--- src/rtl/mem_port_arbiter_if.sv ---
// Bus bundle between the fetch/LSU requesters, the arbiter and the memory port.
interface mem_port_arbiter_if #(
    parameter int unsigned ADDR_W = 64,
    parameter int unsigned DATA_W = 64
);
    localparam int unsigned MASK_W = DATA_W / 8;

    // Instruction-fetch requester
    logic              if_req;
    logic [ADDR_W-1:0] if_addr;
    logic              if_ready;
    logic              if_rvalid;
    logic [DATA_W-1:0] if_rdata;

    // Load/store requester
    logic              d_req;
    logic              d_we;
    logic [ADDR_W-1:0] d_addr;
    logic [DATA_W-1:0] d_wdata;
    logic [MASK_W-1:0] d_wmask;
    logic              d_ready;
    logic              d_rvalid;
    logic [DATA_W-1:0] d_rdata;

    // Shared memory port
    logic              m_req;
    logic              m_we;
    logic [ADDR_W-1:0] m_addr;
    logic [DATA_W-1:0] m_wdata;
    logic [MASK_W-1:0] m_wmask;
    logic              m_ready;
    logic              m_rvalid;
    logic [DATA_W-1:0] m_rdata;

    // Sticky protocol error
    logic              err;

    // Arbiter side
    modport master (
        input  if_req, if_addr,
        output if_ready, if_rvalid, if_rdata,
        input  d_req, d_we, d_addr, d_wdata, d_wmask,
        output d_ready, d_rvalid, d_rdata,
        output m_req, m_we, m_addr, m_wdata, m_wmask,
        input  m_ready, m_rvalid, m_rdata,
        output err
    );

    // Requester / memory-model side
    modport slave (
        output if_req, if_addr,
        input  if_ready, if_rvalid, if_rdata,
        output d_req, d_we, d_addr, d_wdata, d_wmask,
        input  d_ready, d_rvalid, d_rdata,
        input  m_req, m_we, m_addr, m_wdata, m_wmask,
        output m_ready, m_rvalid, m_rdata,
        input  err
    );
endinterface

--- src/rtl/mem_port_arbiter.sv ---
// Shares one memory port between instruction fetch and load/store.
// Data wins by default; a starvation counter forces a fetch grant after
// STARVE_LIMIT consecutive data grants while fetch waits. One transaction
// is outstanding at a time and its response returns to the owner.
module mem_port_arbiter #(
    parameter int unsigned ADDR_W       = 64,
    parameter int unsigned DATA_W       = 64,
    parameter int unsigned STARVE_LIMIT = 4
) (
    input logic                clock,
    input logic                reset,
    mem_port_arbiter_if.master bus
);
    localparam int unsigned MASK_W = DATA_W / 8;
    localparam int unsigned CNT_W  = 4;
    localparam logic [CNT_W-1:0] CNT_MAX = '1;
    localparam logic [CNT_W-1:0] LIMIT   = CNT_W'(STARVE_LIMIT);

    typedef enum logic [1:0] {
        ST_IDLE = 2'd0,
        ST_REQ  = 2'd1,
        ST_RESP = 2'd2
    } state_t;

    typedef enum logic {
        OWN_IF = 1'b0,
        OWN_D  = 1'b1
    } owner_t;

    state_t            state;
    state_t            state_nxt;
    owner_t            owner;
    logic [CNT_W-1:0]  starve_cnt;
    logic              grant_if;
    logic              grant_d;

    logic              m_req_q;
    logic              m_we_q;
    logic [ADDR_W-1:0] m_addr_q;
    logic [DATA_W-1:0] m_wdata_q;
    logic [MASK_W-1:0] m_wmask_q;
    logic              if_rvalid_q;
    logic [DATA_W-1:0] if_rdata_q;
    logic              d_rvalid_q;
    logic [DATA_W-1:0] d_rdata_q;
    logic              err_q;

    // State register
    always_ff @(posedge clock) begin
        if (reset) begin
            state <= ST_IDLE;
        end else begin
            state <= state_nxt;
        end
    end

    // Next state and same-cycle grant decision
    always_comb begin
        state_nxt = state;
        grant_if  = 1'b0;
        grant_d   = 1'b0;
        case (state)
            ST_IDLE: begin
                if (!reset) begin
                    if (bus.d_req && (!bus.if_req || (starve_cnt < LIMIT))) begin
                        grant_d = 1'b1;
                    end else if (bus.if_req) begin
                        grant_if = 1'b1;
                    end
                end
                if (grant_d || grant_if) begin
                    state_nxt = ST_REQ;
                end
            end
            ST_REQ: begin
                if (bus.m_ready) begin
                    state_nxt = ST_RESP;
                end
            end
            ST_RESP: begin
                if (bus.m_rvalid) begin
                    state_nxt = ST_IDLE;
                end
            end
            default: begin
                state_nxt = ST_IDLE;
            end
        endcase
    end

    // Latch the winner's payload onto the memory port; drop m_req on accept
    always_ff @(posedge clock) begin
        if (reset) begin
            m_req_q   <= 1'b0;
            m_we_q    <= 1'b0;
            m_addr_q  <= '0;
            m_wdata_q <= '0;
            m_wmask_q <= '0;
            owner     <= OWN_IF;
        end else if (grant_d) begin
            m_req_q   <= 1'b1;
            m_we_q    <= bus.d_we;
            m_addr_q  <= bus.d_addr;
            m_wdata_q <= bus.d_wdata;
            m_wmask_q <= bus.d_wmask;
            owner     <= OWN_D;
        end else if (grant_if) begin
            m_req_q   <= 1'b1;
            m_we_q    <= 1'b0;
            m_addr_q  <= bus.if_addr;
            m_wdata_q <= '0;
            m_wmask_q <= '0;
            owner     <= OWN_IF;
        end else if ((state == ST_REQ) && bus.m_ready) begin
            m_req_q   <= 1'b0;
        end
    end

    // Route the memory response to the owner as a one-cycle pulse
    always_ff @(posedge clock) begin
        if (reset) begin
            if_rvalid_q <= 1'b0;
            if_rdata_q  <= '0;
            d_rvalid_q  <= 1'b0;
            d_rdata_q   <= '0;
        end else begin
            if_rvalid_q <= 1'b0;
            d_rvalid_q  <= 1'b0;
            if ((state == ST_RESP) && bus.m_rvalid) begin
                if (owner == OWN_D) begin
                    d_rvalid_q <= 1'b1;
                    d_rdata_q  <= m_we_q ? '0 : bus.m_rdata;
                end else begin
                    if_rvalid_q <= 1'b1;
                    if_rdata_q  <= bus.m_rdata;
                end
            end
        end
    end

    // Sticky error on a response arriving outside the response phase
    always_ff @(posedge clock) begin
        if (reset) begin
            err_q <= 1'b0;
        end else if (bus.m_rvalid && (state != ST_RESP)) begin
            err_q <= 1'b1;
        end
    end

    // Count data grants taken while fetch is waiting
    always_ff @(posedge clock) begin
        if (reset) begin
            starve_cnt <= '0;
        end else if (grant_if) begin
            starve_cnt <= '0;
        end else if (grant_d && bus.if_req && (starve_cnt != CNT_MAX)) begin
            starve_cnt <= starve_cnt + CNT_W'(1);
        end
    end

    assign bus.if_ready  = grant_if;
    assign bus.d_ready   = grant_d;
    assign bus.if_rvalid = if_rvalid_q;
    assign bus.if_rdata  = if_rdata_q;
    assign bus.d_rvalid  = d_rvalid_q;
    assign bus.d_rdata   = d_rdata_q;
    assign bus.m_req     = m_req_q;
    assign bus.m_we      = m_we_q;
    assign bus.m_addr    = m_addr_q;
    assign bus.m_wdata   = m_wdata_q;
    assign bus.m_wmask   = m_wmask_q;
    assign bus.err       = err_q;

endmodule

--- src/flat_wrapper.sv ---
// flat-port wrapper written by rule: the top's interface ports become plain ports
module mem_port_arbiter_flat 
#(
    parameter int unsigned ADDR_W       = 64,
    parameter int unsigned DATA_W       = 64,
    parameter int unsigned STARVE_LIMIT = 4
)
  (clock, reset, bus_if_req, bus_if_addr, bus_if_ready, bus_if_rvalid, bus_if_rdata, bus_d_req, bus_d_we, bus_d_addr, bus_d_wdata, bus_d_wmask, bus_d_ready, bus_d_rvalid, bus_d_rdata, bus_m_req, bus_m_we, bus_m_addr, bus_m_wdata, bus_m_wmask, bus_m_ready, bus_m_rvalid, bus_m_rdata, bus_err);
  mem_port_arbiter_if #(.ADDR_W(ADDR_W), .DATA_W(DATA_W)) bus_i ();
  input logic clock;
  input logic reset;
  input wire logic [$bits(bus_i.if_req)-1:0] bus_if_req;
  input wire logic [$bits(bus_i.if_addr)-1:0] bus_if_addr;
  output wire logic [$bits(bus_i.if_ready)-1:0] bus_if_ready;
  output wire logic [$bits(bus_i.if_rvalid)-1:0] bus_if_rvalid;
  output wire logic [$bits(bus_i.if_rdata)-1:0] bus_if_rdata;
  input wire logic [$bits(bus_i.d_req)-1:0] bus_d_req;
  input wire logic [$bits(bus_i.d_we)-1:0] bus_d_we;
  input wire logic [$bits(bus_i.d_addr)-1:0] bus_d_addr;
  input wire logic [$bits(bus_i.d_wdata)-1:0] bus_d_wdata;
  input wire logic [$bits(bus_i.d_wmask)-1:0] bus_d_wmask;
  output wire logic [$bits(bus_i.d_ready)-1:0] bus_d_ready;
  output wire logic [$bits(bus_i.d_rvalid)-1:0] bus_d_rvalid;
  output wire logic [$bits(bus_i.d_rdata)-1:0] bus_d_rdata;
  output wire logic [$bits(bus_i.m_req)-1:0] bus_m_req;
  output wire logic [$bits(bus_i.m_we)-1:0] bus_m_we;
  output wire logic [$bits(bus_i.m_addr)-1:0] bus_m_addr;
  output wire logic [$bits(bus_i.m_wdata)-1:0] bus_m_wdata;
  output wire logic [$bits(bus_i.m_wmask)-1:0] bus_m_wmask;
  input wire logic [$bits(bus_i.m_ready)-1:0] bus_m_ready;
  input wire logic [$bits(bus_i.m_rvalid)-1:0] bus_m_rvalid;
  input wire logic [$bits(bus_i.m_rdata)-1:0] bus_m_rdata;
  output wire logic [$bits(bus_i.err)-1:0] bus_err;
  assign bus_i.if_req = bus_if_req;
  assign bus_i.if_addr = bus_if_addr;
  assign bus_if_ready = bus_i.if_ready;
  assign bus_if_rvalid = bus_i.if_rvalid;
  assign bus_if_rdata = bus_i.if_rdata;
  assign bus_i.d_req = bus_d_req;
  assign bus_i.d_we = bus_d_we;
  assign bus_i.d_addr = bus_d_addr;
  assign bus_i.d_wdata = bus_d_wdata;
  assign bus_i.d_wmask = bus_d_wmask;
  assign bus_d_ready = bus_i.d_ready;
  assign bus_d_rvalid = bus_i.d_rvalid;
  assign bus_d_rdata = bus_i.d_rdata;
  assign bus_m_req = bus_i.m_req;
  assign bus_m_we = bus_i.m_we;
  assign bus_m_addr = bus_i.m_addr;
  assign bus_m_wdata = bus_i.m_wdata;
  assign bus_m_wmask = bus_i.m_wmask;
  assign bus_i.m_ready = bus_m_ready;
  assign bus_i.m_rvalid = bus_m_rvalid;
  assign bus_i.m_rdata = bus_m_rdata;
  assign bus_err = bus_i.err;
  mem_port_arbiter #(.ADDR_W(ADDR_W), .DATA_W(DATA_W), .STARVE_LIMIT(STARVE_LIMIT)) u_core (.clock(clock), .reset(reset), .bus(bus_i));
endmodule
--- config.mk ---
export PLATFORM = sky130hd
export DESIGN_NAME = mem_port_arbiter_flat
export DESIGN_NICKNAME = d
export VERILOG_FILES = /design/src/rtl/mem_port_arbiter_if.sv /design/src/rtl/mem_port_arbiter.sv /design/src/flat_wrapper.sv
export SDC_FILE = /design/constraint.sdc
export NUM_CORES = 1
export LEC_CHECK = 0
export ABC_CLOCK_PERIOD_IN_PS = 2200
export CORE_AREA = 8 8 206 208
export CTS_CLUSTER_SIZE = 30
export DETAILED_ROUTE_END_ITERATION = 8
export DIE_AREA = 0 0 214 216
export PLACE_DENSITY_LB_ADDON = 0.08
export SYNTH_ARGS = -nofsm -noshare
export SYNTH_HDL_FRONTEND = slang
export SYNTH_SLANG_ARGS = --single-unit
--- constraint.sdc ---
create_clock -name clock -period 2.2 [get_ports clock]
set_input_delay 0.33 -clock clock [delete_from_list [all_inputs] [get_ports clock]]
set_output_delay 0.33 -clock clock [all_outputs]
set_load 0.03 [all_outputs]
== After elaboration in Yosys (flattened, before gate mapping) ==
Cells that the tools add are included.

* Bitwise operators: 2
* Add/sub/neg operators: 1
* Reductions and logical operators: 17
* Mux-type cells: 28
* Order comparisons: 1
* Equal/unequal tests: 7

{| class="wikitable"
|+ Operators with widths
! cell !! number
|-
| 64-bit 2-to-1 mux || 5
|-
| 1-bit 2-to-1 mux || 17
|-
| 8-bit 2-to-1 mux || 2
|-
| 1-bit logical AND || 6
|-
| 2-bit 2-to-1 mux || 3
|-
| 2-bit inequality test, second input constant || 3
|-
| 2-bit case mux with 3 select lines || 1
|-
| 4-bit by 1-bit adder with 4-bit output, second input constant || 1
|-
| 4-bit by 3-bit < comparator with 1-bit output, second input constant || 1
|-
| 4-bit inequality test, second input constant || 1
|-
| 2-bit AND reduction || 2
|-
| 2-bit OR reduction || 2
|-
| 3-bit AND reduction || 1
|-
| 3-bit nonzero test || 1
|-
| 2-bit by 1-bit == test with 1-bit output, second input constant || 1
|-
| 2-bit == test, second input constant || 1
|-
| 2-bit logical NOT || 1
|-
| 1-bit logical OR || 2
|-
| 2-bit by 1-bit inequality test with 1-bit output, second input constant || 1
|-
| 1-bit inverter || 2
|-
| 2-bit nonzero test || 1
|-
| 1-bit logical NOT || 1
|}

* Output and inout bits: 271
* Bits in registers: 276
* Input port bits: 271
* Word-level logic and storage cells: 69

== Logic depth before layout (Yosys ltp) ==
Gate-level depths: netlist (run 1).

* Word-level depth: 9
* Depth in mapped cells: 6
* Depth with buffers taken out: 3

== Worst setup path before layout (run 1) ==
No wires, ideal clock.

* Kind: in2out
* Start point: input reset
* End point: output bus_if_ready
* Required time: 1.870 ns
* Slack: 0.452 ns
* Cell stages on the path: 5
* Arrival time: 1.418 ns
* Path buffers: 2
* Cell sequence: clkbuf_1 -> nor3_1 -> buf_2 -> nand2_1 -> nor2_1

* Word-level cells in the longest chain between the ends: 3

{| class="wikitable"
|+ Ends and longest elaborated chain
! what !! line !! text
|-
| start, declared || flat_wrapper.sv:11 || <nowiki>input logic reset;</nowiki>
|-
| 1-bit 2-to-1 mux || mem_port_arbiter.sv:64 || <nowiki>if (!reset) begin</nowiki>
|-
| 1-bit 2-to-1 mux (2 in a row) || mem_port_arbiter.sv:62 || <nowiki>case (state)</nowiki>
|-
| end, declared || flat_wrapper.sv:14 || <nowiki>output wire logic [$bits(bus_i.if_ready)-1:0] bus_if_ready;</nowiki>
|}

No other way between the ends. The select of a mux whose other input is x is not followed.

== Worst setup path after layout (run 1) ==
* Start point: register u_core.state[1]
* End point: output bus_d_ready

* Word-level cells in the longest chain between the ends: 2

{| class="wikitable"
|+ Ends and longest elaborated chain
! what !! line !! text
|-
| start, declared || mem_port_arbiter.sv:30 || <nowiki>state_t state;</nowiki>
|-
| start signal, assigned || mem_port_arbiter.sv:53 || <nowiki>state <= state_nxt;</nowiki>
|-
| 2-bit logical NOT || mem_port_arbiter.sv:62 ||
|-
| 1-bit 2-to-1 mux || mem_port_arbiter.sv:62 ||
|-
| end, declared || flat_wrapper.sv:22 || <nowiki>output wire logic [$bits(bus_i.d_ready)-1:0] bus_d_ready;</nowiki>
|}

No other way between the ends.

==> flow_metrics.py, run 1 <==
metrics = {
    "sta": {
        "finalCritPeriodShare": 0.942,
        "setup_ws_ns": 0.129,
        "fmax_mhz": 483,
        "finalHoldWorstSlack_ns": 0.129,
        "drv_slew": 0,
        "fin_tns_setup_ns": 0,
        "final-setup-viol-count": 0,
        "hold_viol_final": 0,
        "tightest_slew_ns": 0.638,
        "clock_skew_ns": 0.0175,
        "rsz0062_at_grt": "false",
        "layout_min_cycle_time_ns": 2.07,
        "slew_headroom": 0.575,
    },
    "final_layout": {
        "regArea_um2": 5530,
        "layout_commonest_cell": "clkdlybuf4s50_1",
        "multi_input_area_um2": 4040,
        "area_growth_pct": 70.0,
        "utilization": 0.443,
        "layout-drive-gt1-share": 0.0597,
        "layout.nets": 1910,
        "nFillCells": 3833,
        "final_cell_mix": "537 x clkdlybuf4s50_1, 273 x dfxtp_1, 259 x nand2_1, 132 x a21oi_1, 73 x a22o_1",
    },
    "synth": {
        "synth_edf_count": 0,
        "synth.yosys.seq_area_share": 0.541,
        "synth_cell_types": 33,
        "ys_ff_latch": 276,
        "avgSynthCellArea_um2": 8.92,
        "synthCells": 1144,
        "synth_fp_nets": 1416,
        "synth_area_um2": 10200,
        "yosys_warnings": 0,
        "ys_async_sr_fraction": 0,
        "synth_ff_type": "dfxtp_1",
    },
    "route": {
        "dr.pass1.iters": 5,
        "wl_mm": 45.3,
        "drc_errors": 0,
        "drt_first_iter_violations": 629,
        "viasPerCell": 4.71,
        "final_antenna_net_count": 0,
        "wl_per_cell_um": 20.7,
        "num_vias": 10300,
    },
    "power_and_ir_drop": {
        "combPwrFrac": 0.168,
        "ir_drop_mv": 0.466,
        "p_per_area_nw_per_um2": 747,
        "net-switching-power_mw": 3.41,
        "p_seq_frac": 0.415,
        "internal_power_mw": 9.55,
        "p_sw_frac": 0.263,
        "leakage_nw": 5.99,
        "clockPowerShare": 0.418,
    },
    "floorplan": {
        "dieWidth_um": 214,
        "die_y_um": 216,
        "ios": 542,
        "die_area_um2": 46200,
        "placementRows": 73,
        "core_um2": 39200,
        "start_util": 0.261,
    },
    "global_route": {
        "grt_pass1_vias": 10400,
        "antenna_found_initial": 6,
        "grt_max_degree": 134,
        "grt_pass1_wl_mm": 66.9,
        "grt_use_total": 0.185,
        "gr-total-overflow": 0,
    },
    "setup_path": {
        "worstPathRequired_ns": 1.87,
        "rrSetupSlack_ns": 0.63,
        "arrival_ns": 1.74,
        "endpoint_kind": "output pin",
        "critPathKind": "reg2out",
        "cp-start-kind": "flop",
        "cp_max_fo": 12,
    },
    "job": {
        "drv_cap": 0,
    },
    "cts": {
        "cts_buffers": 34,
        "cts_tree": "built",
        "clkSlewWorstSetupHoldPaths_ns": 0.06,
        "cts_num_sinks": 276,
        "clockBufferDepth": 3,
        "insertion_delay_ns": 0.52,
        "ctsHtreeMaxLevel": 2,
        "root_buffer": "clkbuf_16",
        "cts_hold_buf": 0,
    },
    "placed_design": {
        "dp_slack_ns": 0.145,
        "portBuffers": 541,
        "dpl.hpwl_mm": 31.9,
        "gp_congestion": 0.796,
    },
    "status": {
        "status": "completed",
    },
    "min_path": {
        "holdCritPathClass": "in2reg",
    },
}
## cell type report
class	instances	area share
tap	525	0.0379
sequential	276	0.319
timing repair buffer	569	0.334
antenna	5	0.000721
clock inverter	8	0.00397
multi-input combinational	691	0.233
inverter	66	0.0143
clock buffer	49	0.0575
## power by group through the flow
stage	sequential, mW	combinational (mW)	clock (mW)
CTS	5.37	2.20	5.63
floorplan	5.89	0.542	0
global placement	5.47	2.19	0
detailed placement	5.47	2.19	0
global route	5.39	2.31	5.82
finish	5.37	2.17	5.41
## state kept, by name, summed over array words and instances (netlist names)
signal                count
u_core.bus.d_rdata       64
u_core.bus.if_rdata      64
u_core.bus.m_addr        64
u_core.bus.m_wdata       64
u_core.bus.m_wmask        8
u_core.starve_cnt         4
u_core.state              2
u_core.bus.d_rvalid       1
u_core.bus.err            1
u_core.bus.if_rvalid      1
u_core.bus.m_req          1
u_core.bus.m_we           1
u_core.owner              1
## cell families after synthesis
family,Yosys count,synth area share
AOI/OAI and AO/OA,280,0.191
adders and majority gates,1,0.00123
buffers and inverters,177,0.0697
DFF,276,0.541
and+or+nand+nor,410,0.197
## cells in the mapped netlist (all sizes together), types with 2 or more instances
cell type | instances | area, µm²
a21oi | 133 | 669
a22o | 73 | 639
and3 | 2 | 12.5
buf | 53 | 246
clkbuf | 58 | 218
dfxtp | 276 | 5530
inv | 66 | 248
nand2 | 259 | 972
nand2b | 3 | 18.8
nand3b | 64 | 480
nand4 | 65 | 407
nand4b | 2 | 17.5
nor2 | 8 | 30.0
o21ai | 2 | 10.0
o221ai | 64 | 561
## per-stage QoR
step / cell area, µm² / power (mW) / cells
finish: 17400 / 13.0 / 2189
global placement: 16300 / 7.66 / 2127
detailed placement: 16300 / 7.66 / 2127
global route: 17400 / 13.5 / 2189
CTS: 17300 / 13.2 / 2184
floorplan: 10200 / 6.44 / 1144
## path summary, 6_finish.rpt
path,to,cells past startpoint,from
worst min-delay path,u_core.bus.m_req$_SDFFE_PP0P_,2,reset
worst max register to register,u_core.bus.d_rdata[34]$_SDFFE_PP0P_,4,u_core.state[1]$_SDFFE_PP0P_
worst min register to register,u_core.bus.d_rdata[13]$_SDFFE_PP0P_,2,u_core.bus.d_rdata[13]$_SDFFE_PP0P_
worst max-delay path,bus_d_ready,3,u_core.state[1]$_SDFFE_PP0P_
## timing repair
| item | CTS | global route |
|---|---|---|
| setup buffers | 0 | 0 |
| resized for setup | 4 | 0 |
| setup endpoints to repair | 2 | 0 |
## critical path, cell delays in order (launching register included)
cell and delay [ns]:
dfxtp_2 0.41, nor3_4 0.28, and3_2 0.33, buf_4 0.20
## per-layer routing
metal	wire length (µm)	vias up	global-route usage	share of wire
met5	13	-	0	0.00029
met4	1360	2	0.0785	0.030
met3	4050	67	0.0724	0.089
met2	21900	390	0.309	0.48
met1	18000	4849	0.209	0.40
li1	-	5008	-	-
No activity file was read; power rests on OpenSTA's default activity.
==> inputs of run 2 (changes only) <==
CORE_AREA = 8 8 207 209   (was 8 8 206 208)
DIE_AREA = 0 0 215 217   (was 0 0 214 216)
SLEW_MARGIN = 5   (was not set)
==> flow_metrics.py, run 2 (same netlist as run 1, synthesis figures left out) <==
metrics = {
    "power_and_ir_drop": {
        "p_per_area_nw_per_um2": 759,
        "combPwrFrac": 0.166,
        "p_sw_frac": 0.262,
        "ir_drop_mv": 0.503,
        "power.total_mw": 13.3,
        "leakage_nw": 6.06,
        "p_seq_frac": 0.404,
        "net-switching-power_mw": 3.48,
        "clockPowerShare": 0.430,
        "internal_power_mw": 9.79,
    },
    "cts": {
        "insertion_delay_ns": 0.53,
        "cts_tree": "built",
        "cts_buffers": 35,
        "ctsHtreeMaxLevel": 2,
        "root_buffer": "clkbuf_16",
        "cts_num_sinks": 276,
        "clkSlewWorstSetupHoldPaths_ns": 0.06,
        "cts_setup_buffers": 0,
        "clockBufferDepth": 3,
    },
    "min_path": {
        "min_delay_path_depth": 2,
        "hold_end": "u_core.starve_cnt[0]$_SDFFE_PP0P_",
        "holdCritPathClass": "in2reg",
        "min-delay-start": "reset",
    },
    "route": {
        "wl_per_cell_um": 20.7,
        "drt_first_iter_violations": 574,
        "num_vias": 10300,
        "drc_errors": 0,
        "final_antenna_net_count": 0,
        "dr.pass1.iters": 5,
        "wl_mm": 45.5,
        "viasPerCell": 4.68,
    },
    "global_route": {
        "grt_use_total": 0.185,
        "grt_pass1_wl_mm": 67.4,
        "gr-total-overflow": 0,
        "grt_pass1_vias": 10500,
        "antenna_found_initial": 8,
        "grt_max_degree": 137,
    },
    "final_layout": {
        "layout_commonest_cell": "clkdlybuf4s50_1",
        "area_growth_pct": 71.3,
        "fin_area_um2": 17500,
        "regArea_um2": 5530,
        "nFillCells": 3919,
        "layout.nets": 1915,
        "layout-drive-gt1-share": 0.0630,
        "multi_input_area_um2": 4040,
        "stdcell_count": 2200,
        "final_cell_mix": "536 x clkdlybuf4s50_1, 276 x dfxtp_1, 259 x nand2_1, 132 x a21oi_1, 73 x a22o_1",
        "utilization": 0.443,
    },
    "floorplan": {
        "core_um2": 39500,
        "die_area_um2": 46700,
        "start_util": 0.259,
        "ios": 542,
        "die_y_um": 217,
        "dieWidth_um": 215,
        "placementRows": 73,
    },
    "setup_path": {
        "endpoint_kind": "output pin",
        "r2r-start": "u_core.state[1]$_SDFFE_PP0P_",
        "arrival_ns": 1.74,
        "rr_worst_depth": 5,
        "rrSetupSlack_ns": 0.61,
        "cp_max_fo": 9,
        "critPathKind": "reg2out",
        "r2r-end": "u_core.starve_cnt[2]$_SDFFE_PP0P_",
        "cp-start-kind": "flop",
        "worstPathRequired_ns": 1.87,
    },
    "sta": {
        "final-setup-viol-count": 0,
        "setup_ws_ns": 0.128,
        "finalHoldWorstSlack_ns": 0.0714,
        "clock_skew_ns": 0.0131,
        "hold_viol_final": 0,
        "fmax_mhz": 483,
        "fin_tns_setup_ns": 0,
        "layout_min_cycle_time_ns": 2.07,
        "finalCritPeriodShare": 0.942,
        "rsz0062_at_grt": "false",
        "tightest_slew_ns": 0.789,
        "drv_slew": 0,
        "slew_headroom": 0.474,
    },
    "placed_design": {
        "portBuffers": 541,
        "placed_cell_area_um2": 16300,
        "dp_slack_ns": 0.128,
        "dpl.hpwl_mm": 31.9,
        "numPlacedInstances": 2131,
        "gp_congestion": 0.785,
    },
    "status": {
        "status": "completed",
    },
    "job": {
        "drv_cap": 0,
    },
}
[run 2: changes by cell type in the layout (fill, tap and decap cells not counted), moves of 2 or more]
cell and delta:
buf_4 +3, dfxtp_1 +3, clkbuf_16 +2, buf_12 +2
clkbuf_8 +2, dfxtp_2 -3, diode_2 +3
[run 2: routing by layer]
layer	global-route usage	up-vias	part of all wire
li1	-	5012	-
met1	0.208	4811	0.39
met2	0.306	395	0.48
met3	0.0739	68	0.093
met4	0.0833	0	0.033
met5	0	-	0
[run 2: critical path, stage by stage (launching register included)]
cell and delay [ns]:
dfxtp_1 0.33, nor3_4 0.33, and3_4 0.36, buf_4 0.20
[run 2: power groups by stage]
| stage | clock network, mW | registers, mW | logic (mW) |
|---|---|---|---|
| 2_1_floorplan | 0 | 5.89 | 0.542 |
| 6_report | 5.71 | 5.36 | 2.20 |
| 5_1_grt | 6.14 | 5.39 | 2.33 |
| 3_3_place_gp | 0 | 5.46 | 2.21 |
| 4_1_cts | 5.91 | 5.36 | 2.23 |
| 3_5_place_dp | 0 | 5.46 | 2.22 |
[run 2: final cells by class]
class,count,area share
multi-input cells,691,0.231
clock buffers,52,0.0613
clock inverters,9,0.00415
flip-flops and latches,276,0.316
diodes,8,0.00114
repair buffers,573,0.335
inverters,66,0.0142
well taps,525,0.0376
[run 2: how the worst max path moves through the flow]
| stage | cells past startpoint | start | slack [ns] | endpoint |
|---|---|---|---|---|
| floorplan | 5 | reset | 0.45 | bus_if_ready |
| global placement | 5 | bus_if_req | 0.19 | u_core.bus.m_wdata[52]$_SDFFE_PP0P_ |
| detailed placement | 5 | bus_if_req | 0.13 | u_core.bus.m_wdata[51]$_SDFFE_PP0P_ |
| CTS | 3 | u_core.state[1]$_SDFFE_PP0P_ | 0.08 | bus_d_ready |
| global route | 3 | u_core.state[1]$_SDFFE_PP0P_ | 0.04 | bus_d_ready |
| finish | 3 | u_core.state[1]$_SDFFE_PP0P_ | 0.13 | bus_d_ready |
[run 2: repair_timing]
action | in CTS | in global routing
setup endpoints to repair | 1 | 0
hold endpoints to repair | 0 | 0
gates resized for setup | 2 | 0
hold buffers | 0 | 0
